## src/rtl/patch_read_scheduler_if.sv

```systemverilog
// Keypoint request, gradient BRAM read port and patch sample stream of the
// patch read scheduler, bundled for a single module port.
interface patch_read_scheduler_if #(
    parameter int DIMENSION  = 64,
    parameter int PATCH_SIZE = 4,
    parameter int BIT_DEPTH  = 8
);
    localparam int XW = $clog2(DIMENSION);
    localparam int AW = $clog2(DIMENSION * DIMENSION);
    localparam int PW = $clog2(PATCH_SIZE * PATCH_SIZE);

    logic                        start;
    logic                        ready;
    logic [XW-1:0]               kp_x;
    logic [XW-1:0]               kp_y;
    logic [1:0]                  kp_octave;
    logic                        kp_level;
    logic [AW-1:0]               rd_addr;
    logic [5:0]                  rd_sel;
    logic [6*BIT_DEPTH-1:0]      grad_x_in;
    logic [6*BIT_DEPTH-1:0]      grad_y_in;
    logic                        grad_valid;
    logic signed [BIT_DEPTH-1:0] grad_x;
    logic signed [BIT_DEPTH-1:0] grad_y;
    logic [1:0]                  sub_idx;
    logic [PW-1:0]               pix_idx;
    logic                        patch_done;
    logic                        kp_error;

    modport master (
        input  start, kp_x, kp_y, kp_octave, kp_level, grad_x_in, grad_y_in,
        output ready, rd_addr, rd_sel, grad_valid, grad_x, grad_y,
               sub_idx, pix_idx, patch_done, kp_error
    );

    modport slave (
        output start, kp_x, kp_y, kp_octave, kp_level, grad_x_in, grad_y_in,
        input  ready, rd_addr, rd_sel, grad_valid, grad_x, grad_y,
               sub_idx, pix_idx, patch_done, kp_error
    );
endinterface

```

## src/rtl/patch_read_scheduler.sv

```systemverilog
// Reads a PATCH_SIZE x PATCH_SIZE gradient patch around a keypoint from one of
// six shared-address gradient BRAMs and streams the samples with their indices.
module patch_read_scheduler #(
    parameter int DIMENSION    = 64,
    parameter int PATCH_SIZE   = 4,
    parameter int BIT_DEPTH    = 8,
    parameter int READ_LATENCY = 2
) (
    input  logic                   clk,
    input  logic                   rst_in,
    patch_read_scheduler_if.master bus
);
    localparam int XW = $clog2(DIMENSION);
    localparam int AW = $clog2(DIMENSION * DIMENSION);
    localparam int PW = $clog2(PATCH_SIZE * PATCH_SIZE);
    localparam int CW = $clog2(PATCH_SIZE);
    localparam int L  = READ_LATENCY;
    localparam logic [PW-1:0] LAST_PIX = PW'(PATCH_SIZE * PATCH_SIZE - 1);

    typedef enum logic [1:0] {IDLE = 2'd0, ISSUE = 2'd1, DRAIN = 2'd2} state_t;

    state_t state, state_nxt;
    logic ready_c, accept, bad_req;
    logic [XW-1:0] ox_c, oy_c;
    logic [AW-1:0] first_addr_c, row_step_c;
    logic [AW-1:0] addr_p0, row_step;
    logic          vld_p [L];
    logic [5:0]    sel_p [L];
    logic [PW-1:0] pix_p [L];
    logic signed [BIT_DEPTH-1:0] gx_mux, gy_mux, gx_r, gy_r;
    logic          vld_r, done_r, err_r;
    logic [1:0]    sub_r;
    logic [PW-1:0] pix_r;

    // Signed subtraction so a keypoint near the low edge clamps to 0 instead of wrapping.
    function automatic logic [XW-1:0] clamp_origin(input logic [XW-1:0] kp, input logic [1:0] oct);
        logic signed [XW+1:0] v;
        logic signed [XW+1:0] hi;
        v  = $signed({2'b00, kp}) - (XW+2)'(PATCH_SIZE / 2);
        hi = (XW+2)'((DIMENSION >> oct) - PATCH_SIZE);
        if (v < 0)
            clamp_origin = '0;
        else if (v > hi)
            clamp_origin = hi[XW-1:0];
        else
            clamp_origin = v[XW-1:0];
    endfunction

    always_ff @(posedge clk or negedge rst_in) begin
        if (!rst_in)
            state <= IDLE;
        else
            state <= state_nxt;
    end

    always_comb begin
        state_nxt = state;
        case (state)
            IDLE:    if (accept) state_nxt = ISSUE;
            ISSUE:   if (pix_p[0] == LAST_PIX) state_nxt = DRAIN;
            DRAIN:   if (done_r) state_nxt = IDLE;
            default: state_nxt = IDLE;
        endcase
    end

    always_comb begin
        ready_c = (state == IDLE);
        accept  = ready_c && bus.start && (bus.kp_octave != 2'd3);
        bad_req = ready_c && bus.start && (bus.kp_octave == 2'd3);
    end

    always_comb begin
        ox_c         = clamp_origin(bus.kp_x, bus.kp_octave);
        oy_c         = clamp_origin(bus.kp_y, bus.kp_octave);
        first_addr_c = (AW'(oy_c) << (XW - int'(bus.kp_octave))) + AW'(ox_c);
        row_step_c   = AW'((DIMENSION >> bus.kp_octave) - PATCH_SIZE + 1);
    end

    always_comb begin
        gx_mux = '0;
        gy_mux = '0;
        for (int k = 0; k < 6; k++) begin
            if (sel_p[L-1][k]) begin
                gx_mux = $signed(bus.grad_x_in[k*BIT_DEPTH +: BIT_DEPTH]);
                gy_mux = $signed(bus.grad_y_in[k*BIT_DEPTH +: BIT_DEPTH]);
            end
        end
    end

    // Stage 0: address issue; stages 1..L-1: tag delay matching the BRAM latency
    always_ff @(posedge clk or negedge rst_in) begin
        if (!rst_in) begin
            addr_p0  <= '0;
            row_step <= '0;
            for (int i = 0; i < L; i++) begin
                vld_p[i] <= 1'b0;
                sel_p[i] <= '0;
                pix_p[i] <= '0;
            end
        end else begin
            for (int i = 1; i < L; i++) begin
                vld_p[i] <= vld_p[i-1];
                sel_p[i] <= sel_p[i-1];
                pix_p[i] <= pix_p[i-1];
            end
            if (accept) begin
                addr_p0  <= first_addr_c;
                row_step <= row_step_c;
                vld_p[0] <= 1'b1;
                sel_p[0] <= 6'd1 << {bus.kp_octave, bus.kp_level};
                pix_p[0] <= '0;
            end else if (state == ISSUE) begin
                if (pix_p[0] == LAST_PIX) begin
                    vld_p[0] <= 1'b0;
                    sel_p[0] <= '0;
                end else begin
                    pix_p[0] <= pix_p[0] + 1'b1;
                    addr_p0  <= (&pix_p[0][CW-1:0]) ? addr_p0 + row_step : addr_p0 + 1'b1;
                end
            end
        end
    end

    // Output stage: sample selected by the delayed one-hot select
    always_ff @(posedge clk or negedge rst_in) begin
        if (!rst_in) begin
            vld_r  <= 1'b0;
            done_r <= 1'b0;
            err_r  <= 1'b0;
            gx_r   <= '0;
            gy_r   <= '0;
            sub_r  <= '0;
            pix_r  <= '0;
        end else begin
            vld_r  <= vld_p[L-1];
            done_r <= vld_p[L-1] && (pix_p[L-1] == LAST_PIX);
            err_r  <= bad_req;
            if (vld_p[L-1]) begin
                gx_r  <= gx_mux;
                gy_r  <= gy_mux;
                pix_r <= pix_p[L-1];
                sub_r <= {pix_p[L-1][PW-1], pix_p[L-1][CW-1]};
            end
        end
    end

    assign bus.ready      = ready_c;
    assign bus.rd_addr    = addr_p0;
    assign bus.rd_sel     = sel_p[0];
    assign bus.grad_valid = vld_r;
    assign bus.grad_x     = gx_r;
    assign bus.grad_y     = gy_r;
    assign bus.sub_idx    = sub_r;
    assign bus.pix_idx    = pix_r;
    assign bus.patch_done = done_r;
    assign bus.kp_error   = err_r;
endmodule

```

## src/flat_wrapper.sv

```systemverilog
// flat-port wrapper written by rule: the top's interface ports become plain ports
module patch_read_scheduler_flat 
#(
    parameter int DIMENSION    = 64,
    parameter int PATCH_SIZE   = 4,
    parameter int BIT_DEPTH    = 8,
    parameter int READ_LATENCY = 2
)
  (clk, rst_in, bus_start, bus_kp_x, bus_kp_y, bus_kp_octave, bus_kp_level, bus_grad_x_in, bus_grad_y_in, bus_ready, bus_rd_addr, bus_rd_sel, bus_grad_valid, bus_grad_x, bus_grad_y, bus_sub_idx, bus_pix_idx, bus_patch_done, bus_kp_error);
  patch_read_scheduler_if #(.DIMENSION(DIMENSION), .PATCH_SIZE(PATCH_SIZE), .BIT_DEPTH(BIT_DEPTH)) bus_i ();
  input  logic clk;
  input  logic rst_in;
  input wire logic [$bits(bus_i.start)-1:0] bus_start;
  input wire logic [$bits(bus_i.kp_x)-1:0] bus_kp_x;
  input wire logic [$bits(bus_i.kp_y)-1:0] bus_kp_y;
  input wire logic [$bits(bus_i.kp_octave)-1:0] bus_kp_octave;
  input wire logic [$bits(bus_i.kp_level)-1:0] bus_kp_level;
  input wire logic [$bits(bus_i.grad_x_in)-1:0] bus_grad_x_in;
  input wire logic [$bits(bus_i.grad_y_in)-1:0] bus_grad_y_in;
  output wire logic [$bits(bus_i.ready)-1:0] bus_ready;
  output wire logic [$bits(bus_i.rd_addr)-1:0] bus_rd_addr;
  output wire logic [$bits(bus_i.rd_sel)-1:0] bus_rd_sel;
  output wire logic [$bits(bus_i.grad_valid)-1:0] bus_grad_valid;
  output wire logic [$bits(bus_i.grad_x)-1:0] bus_grad_x;
  output wire logic [$bits(bus_i.grad_y)-1:0] bus_grad_y;
  output wire logic [$bits(bus_i.sub_idx)-1:0] bus_sub_idx;
  output wire logic [$bits(bus_i.pix_idx)-1:0] bus_pix_idx;
  output wire logic [$bits(bus_i.patch_done)-1:0] bus_patch_done;
  output wire logic [$bits(bus_i.kp_error)-1:0] bus_kp_error;
  assign bus_i.start = bus_start;
  assign bus_i.kp_x = bus_kp_x;
  assign bus_i.kp_y = bus_kp_y;
  assign bus_i.kp_octave = bus_kp_octave;
  assign bus_i.kp_level = bus_kp_level;
  assign bus_i.grad_x_in = bus_grad_x_in;
  assign bus_i.grad_y_in = bus_grad_y_in;
  assign bus_ready = bus_i.ready;
  assign bus_rd_addr = bus_i.rd_addr;
  assign bus_rd_sel = bus_i.rd_sel;
  assign bus_grad_valid = bus_i.grad_valid;
  assign bus_grad_x = bus_i.grad_x;
  assign bus_grad_y = bus_i.grad_y;
  assign bus_sub_idx = bus_i.sub_idx;
  assign bus_pix_idx = bus_i.pix_idx;
  assign bus_patch_done = bus_i.patch_done;
  assign bus_kp_error = bus_i.kp_error;
  patch_read_scheduler #(.DIMENSION(DIMENSION), .PATCH_SIZE(PATCH_SIZE), .BIT_DEPTH(BIT_DEPTH), .READ_LATENCY(READ_LATENCY)) u_core (.clk(clk), .rst_in(rst_in), .bus(bus_i));
endmodule
```

## config.mk

```make
export PLATFORM = sky130hd
export DESIGN_NAME = patch_read_scheduler_flat
export DESIGN_NICKNAME = d
export VERILOG_FILES = /design/src/rtl/patch_read_scheduler_if.sv /design/src/rtl/patch_read_scheduler.sv /design/src/flat_wrapper.sv
export SDC_FILE = /design/constraint.sdc
export NUM_CORES = 1
export LEC_CHECK = 0
export CELL_PAD_IN_SITES_DETAIL_PLACEMENT = 0
export CELL_PAD_IN_SITES_GLOBAL_PLACEMENT = 1
export CORE_ASPECT_RATIO = 1.1
export CORE_MARGIN = 2
export CORE_UTILIZATION = 34
export DETAILED_ROUTE_END_ITERATION = 16
export GPL_ROUTABILITY_DRIVEN = 0
export MAX_ROUTING_LAYER = met4
export PLACE_DENSITY_LB_ADDON = 0.1
export SLEW_MARGIN = 40
export SYNTH_ARGS = -nofsm -noshare
export SYNTH_HDL_FRONTEND = slang
export SYNTH_SLANG_ARGS = --single-unit
```

## constraint.sdc

```tcl
create_clock -name clk -period 2.9 [get_ports clk]
set_input_delay 0.58 -clock clk [delete_from_list [all_inputs] [get_ports clk]]
set_output_delay 0.58 -clock clk [all_outputs]
set_load 0.005 [all_outputs]
```

# [Yosys cells after proc, flatten, opt, wreduce, memory -nomap -nowiden]
# Cells that the tools add are included.
[classes] n_eq_ne=10 shifts=3 n_addsub=9 magnitude_cmp=4 mux=33 reduce_logical=11
[op_table] cell="two-way mux 8 bit" n=12
[op_table] cell="two-way mux 12 bit" n=4
[op_table] cell="two-way mux 6 bit" n=7
[op_table] cell="<< shifter 6 x 32 -> 12 bit" n=1
[op_table] cell="> comparator 7 x 8 -> 1 bit" n=2
[op_table] cell="less-than comparator 7 x 1 -> 1 bit (second input constant)" n=2
[op_table] cell="subtractor 6 x 2 -> 7 bit (second input constant)" n=2
[op_table] cell="adder 12 x 1 -> 12 bit (second input constant)" n=1
[op_table] cell="adder 12 bit" n=1
[op_table] cell="adder 12 x 2 -> 12 bit (second input constant)" n=1
[op_table] cell="adder 12 x 6 -> 12 bit" n=1
[op_table] cell="two-way mux 4 bit" n=3
[op_table] cell=">> shifter 7 x 2 -> 12 bit (first input constant)" n=1
[op_table] cell="subtractor 12 x 4 -> 12 bit (second input constant)" n=1
[op_table] cell="equality test 4 bit (second input constant)" n=2
[op_table] cell="two-way mux 2 bit" n=3
[op_table] cell="!= test 2 x 1 -> 1 bit (second input constant)" n=3
[op_table] cell="one-hot mux 2 bit (3 select lines)" n=1
[op_table] cell="AND reduction 2 bit" n=3
[op_table] cell="<< shifter 1 x 3 -> 6 bit (first input constant)" n=1
[op_table] cell="adder 4 x 1 -> 4 bit (second input constant)" n=1
[op_table] cell="equality test 2 bit (second input constant)" n=2
[op_table] cell="logical AND 1 bit" n=4
[op_table] cell="!= test 2 bit (second input constant)" n=2
[op_table] cell="other kinds (6)" n=9
[word_totals] in_bits=114 wordCells=86 out_inout_bits=44 register_bits=73

# [Depth between registers and ports, before layout]
[depth] depth_word=8 mapped_depth=22 depth_no_buf=22

# [Least setup slack after synthesis]
# OpenSTA, ideal clock, no wires.
[synth_timing] kind="input to register" from="input port bus_kp_octave[0]" to="register u_core.addr_p0[11] (netlist: u_core.bus.rd_addr[11])" path_buffers=1 path_stages=20 setup_time_ns=0.132 arrival_time_ns=5.017 path_slack_ns=-2.249 required_time_ns=2.768 cell_sequence="ha_1 inv_1 buf_1 ha_1 ha_1 nand4_2 o41ai_4 a31o_4 mux2_4 mux4_2 nand2_1 o21ai_0 ha_1 nand2_1 o21ai_0 o221ai_1 or3_1 nor3_1 xor2_1 mux2i_1"
[synth_via] elab_chain_cells=8 word_cells_on_any_way=17 cone_classes="add/sub (3); order compare (2); eq/ne (2); shift (2); mux (5); reduce/logical (3)"
[synth_lines] item="start, declared" line_no="flat_wrapper.sv:16" source="input wire logic [$bits(bus_i.kp_octave)-1:0] bus_kp_octave;"
[synth_lines] item=">> shifter 7 x 2 -> 12 bit" line_no="patch_read_scheduler.sv:40" source="hi = (XW+2)'((DIMENSION >> oct) - PATCH_SIZE);"
[synth_lines] item="subtractor 12 x 4 -> 12 bit" line_no="patch_read_scheduler.sv:40"
[synth_lines] item="> comparator 7 x 8 -> 1 bit" line_no="patch_read_scheduler.sv:43" source="else if (v > hi)"
[synth_lines] item="two-way mux 6 bit" line_no="patch_read_scheduler.sv:43"
[synth_lines] item="two-way mux 6 bit" line_no="patch_read_scheduler.sv:41" source="if (v < 0)"
[synth_lines] item="<< shifter 6 x 32 -> 12 bit" line_no="patch_read_scheduler.sv:75" source="first_addr_c = (AW'(oy_c) << (XW - int'(bus.kp_octave))) + AW'(ox_c);"
[synth_lines] item="adder 12 x 6 -> 12 bit" line_no="patch_read_scheduler.sv:75"
[synth_lines] item="two-way mux 12 bit" line_no="patch_read_scheduler.sv:106" source="if (accept) begin"
[synth_lines] item="end signal, assigned" line_no="patch_read_scheduler.sv:107" source="addr_p0 <= first_addr_c;"
[synth_lines] item="end signal, assigned" line_no="patch_read_scheduler.sv:118" source="addr_p0 <= (&pix_p[0][CW-1:0]) ? addr_p0 + row_step : addr_p0 + 1'b1;"
[synth_lines] item="end, declared" line_no="patch_read_scheduler.sv:26" source="logic [AW-1:0] addr_p0, row_step;"
# Parallel ways exist; a longest one is shown, timed or not.
# A chain may end at the register's enable or synchronous reset.

# [Worst setup path in the final report]
[layout_timing] from="input port bus_kp_y[1]" to="register u_core.addr_p0[11] (netlist: u_core.bus.rd_addr[11])"
[layout_via] elab_chain_cells=7 word_cells_on_any_way=8 cone_classes="add/sub (2); order compare (2); shift (1); mux (3)"
[layout_lines] item="start, declared" line_no="flat_wrapper.sv:15" source="input wire logic [$bits(bus_i.kp_y)-1:0] bus_kp_y;"
[layout_lines] item="subtractor 6 x 2 -> 7 bit (*)" line_no="patch_read_scheduler.sv:39" source="v = $signed({2'b00, kp}) - (XW+2)'(PATCH_SIZE / 2);"
[layout_lines] item="> comparator 7 x 8 -> 1 bit" line_no="patch_read_scheduler.sv:43"
[layout_lines] item="two-way mux 6 bit" line_no="patch_read_scheduler.sv:43"
[layout_lines] item="two-way mux 6 bit (*)" line_no="patch_read_scheduler.sv:41"
[layout_lines] item="<< shifter 6 x 32 -> 12 bit (*)" line_no="patch_read_scheduler.sv:75"
[layout_lines] item="adder 12 x 6 -> 12 bit (*)" line_no="patch_read_scheduler.sv:75"
[layout_lines] item="two-way mux 12 bit (*)" line_no="patch_read_scheduler.sv:106"
# Mark *: on every way between the ends. The rest lies on a longest branch, timed or not.

==> results.json <==
{
  "outcome": "complete, but fails checks",
  "violations": "negative setup slack",
  "ys_async_sr_fraction": 1.000,
  "drc": 0,
  "syn2layout_area_growth_pct": 70.78,
  "routed_wl_um": 17850,
  "hp-class": "in2async",
  "leakage_nw": 3.774,
  "dp_hpwl_um": 13490,
  "grt_pass1_vias": 5454,
  "crit_slowest_cell": "mux4_2",
  "tritoncts": "built",
  "ys_warn_count": 0,
  "reg2reg_slack_ps": 110,
  "synth_area_leaders": "dfrtp_1, ha_1, a21oi_1",
  "antenna_found_initial": 1,
  "start_util": 0.3466,
  "r2r_cells": 12,
  "vias": 5320,
  "fp.dieH_um": 130.8,
  "gr-total-overflow": 0,
  "grt_max_degree": 68,
  "ant_nets": 0,
  "synth_common_cells": "a21oi_1, nor2_1, dfrtp_1",
  "holdBufCountCts": 0,
  "cts_buffers": 9,
  "endpoint_kind": "register",
  "viasPerCell": 5.120,
  "grt_pass1_wl_um": 27690,
  "core_area_um2": 14330,
  "fillCellCount": 1251,
  "ys_types": 64,
  "final_cells": 1039,
  "cp.required_ps": 3110,
  "yosysMostFrequentCell": "a21oi_1",
  "synth_cells": 579,
  "yosysTopAreaCell": "dfrtp_1",
  "die_w_um": 119.2,
  "drv_slew": 0,
  "synth_edf_count": 0,
  "worstSetupStartpoint": "bus_kp_y[1]",
  "clkTransAtPathRegs_ps": 60,
  "maxSlewHeadroom": 0.5405,
  "crit_arrival_ps": 4550,
  "dieArea_um2": 15590,
  "htree_num_levels": 3,
  "drive_gt1_frac": 0.2955,
  "finalCritPeriodShare": 1.494,
  "syn_nets": 731,
  "crit_type": "in2reg",
  "first_pass_iters": 5,
  "fin_crit_ps": 4333,
  "dp.cells": 982,
  "clock_latency_ps": 340,
  "synth_top_area_share": 0.3375,
  "setup_viol": 12,
  "final_nets": 993,
  "critPathLaunchType": "input pin",
  "clockBufferDepth": 2,
  "worst_slew_pin_slew_ps": 686.1,
  "ys_seq_elements": 67,
  "io_buffers": 157,
  "clkSinkCount": 67,
  "finalHoldViolations": 0,
  "r2r-start": "u_core.pix_p[5]",
  "rsz0062_at_grt": "true",
  "skew_ps": 6.951,
  "cp.depth": 22,
  "rows": 46,
  "vdd_drop_max_uv": 346.1,
  "max_freq_mhz": 230.8,
  "synth_area_um2": 4967,
  "routedWlPerCell_um": 17.18,
  "synth_ff_type": "dfrtp_1",
  "track_usage": 0.2341,
  "post-place-ws_ps": -2372,
  "crit_chain": "buf_6 -> inv_2 -> ha_4 -> buf_4 -> xnor2_4 -> inv_2 -> ha_4 -> nand2b_4 -> o41ai_4 -> a31o_4 -> mux2_4 -> mux4_2 -> nand2_2 -> o21ai_2 -> ha_1 -> nand2_1 -> o21ai_2 -> o221ai_2 -> or3_4 -> nor3_4 -> xor2_1 -> mux2i_1",
  "ys_seq_area_frac": 0.3375,
  "critPathTopFamily": "multiplexers",
  "crit_buf_inv": 4,
  "cap_violations": 0,
  "cellPowerDensity_nw_per_um2": 835.8,
  "finalCoreUtilization": 0.5919,
  "setup_ws_ps": -1433,
  "slowest_delay_ps": 500,
  "root_buffer": "clkbuf_16",
  "syn_area_per_cell_um2": 8.579,
  "first_iter_violations": 302,
  "io_pins": 158,
  "critPathMaxFanout": 3
}
==> timing repair <==
item                       in CTS  in global routing
pin swaps                      39                 46
setup endpoints to repair      12                 12
gates resized for setup        70                 49
buffers inserted               29                 13
hold endpoints to repair        0                  0
==> cells by family (layout without fill, tap and decap cells) <==
group / after synthesis / after routing / synth area share
compound gates: 163 / 163 / 0.2149
simple gates: 208 / 208 / 0.2043
buf+inv: 57 / 324 / 0.04962
xor+xnor: 29 / 29 / 0.05113
flops: 67 / 67 / 0.3375
mux: 17 / 17 / 0.04534
fa+ha+maj: 38 / 38 / 0.09723
other cells: 0 / 1 / 0
==> routing by layer <==
layer	global-route usage	part of all wire	vias to the layer above	wire length, um
met5	-	0	-	0
met4	0.08473	0.033	0	593
met3	0.04601	0.053	50	950
met2	0.4327	0.51	167	9167
met1	0.2501	0.40	2496	7139
li1	-	-	2607	-
==> final timing paths <==
path	endpoint
setup reg to reg	u_core.bus.rd_addr[11]
max in group asynchronous	u_core.sel_p[5]
hold / removal	u_core.bus.grad_valid
hold reg to reg	u_core.vld_p[0]
min in group clk	u_core.vld_p[0]
setup / recovery	u_core.bus.rd_addr[11]
==> report_power, final <==
part | internal (mW) | switching [mW] | total (mW)
Sequential | 1.37 | 0.434 | 1.81
Combinational | 2.16 | 1.90 | 4.06
Clock | 0.771 | 0.457 | 1.23
==> cell type report <==
| cell class | instances | area, um2 | area share |
|---|---|---|---|
| Antenna cell | 1 | 2.502 | 0.0002950 |
| Tap cell | 192 | 240.2 | 0.02832 |
| Sequential cell | 67 | 1679 | 0.1979 |
| Clock buffer | 9 | 225.2 | 0.02655 |
| Multi-Input combinational cell | 455 | 3562 | 0.4199 |
| Timing Repair Buffer | 287 | 2574 | 0.3034 |
| Clock inverter | 7 | 107.6 | 0.01268 |
| Inverter | 21 | 92.59 | 0.01091 |
==> per-stage QoR <==
step           hold slack [ps]  instance area [um2]  setup TNS [ps]  total power, mW
2_1_floorplan            284.4                 5142          -11710            4.087
3_3_place_gp             360.8                 7462          -21310            5.549
3_5_place_dp             372.3                 7466          -22770            5.632
4_1_cts                  271.6                 8184          -12180            7.004
5_1_grt                  280.1                 8483          -13380            7.675
6_report                 249.7                 8483          -11480            7.091
==> state kept, by name, summed over array words and instances (netlist names) <==
name,count
u_core.bus.grad_y,8
u_core.bus.pix_idx,4
u_core.bus.grad_valid,1
u_core.vld_p,2
u_core.bus.kp_error,1
u_core.bus.rd_sel,6
u_core.state,2
u_core.sel_p,6
u_core.bus.grad_x,8
u_core.bus.rd_addr,12
u_core.row_step,8
u_core.bus.patch_done,1
u_core.pix_p,8
==> placed cells by master, fill, tap and decap left out, types with 3 or more instances in the layout <==
master	netlist	final
inv_2	0	8
a221oi_1	18	16
a31oi_1	6	5
clkbuf_16	0	9
nor3_1	20	16
ha_1	37	20
xnor2_1	18	11
o21bai_1	4	4
mux2_2	4	4
ha_4	0	15
o21ai_0	12	9
a21oi_2	0	4
nand2_1	37	33
mux2i_1	9	8
buf_2	2	3
nor2b_1	20	18
xnor2_2	0	4
xor2_1	11	10
buf_6	0	9
nand4_1	7	7
clkdlybuf4s50_1	0	145
nand2_2	1	3
nand3_1	4	4
dfrtp_1	67	65
buf_4	8	122
nand2b_1	7	5
xnor2_4	0	3
and3_1	3	3
a21oi_1	83	79
nor2_1	79	75
nor4_1	4	4
and2_1	11	11
a32o_1	5	5
nor2_2	0	3
inv_1	20	9
o22ai_1	3	3
a21o_1	7	7
Note: power is estimated with default switching activity, not from simulation.
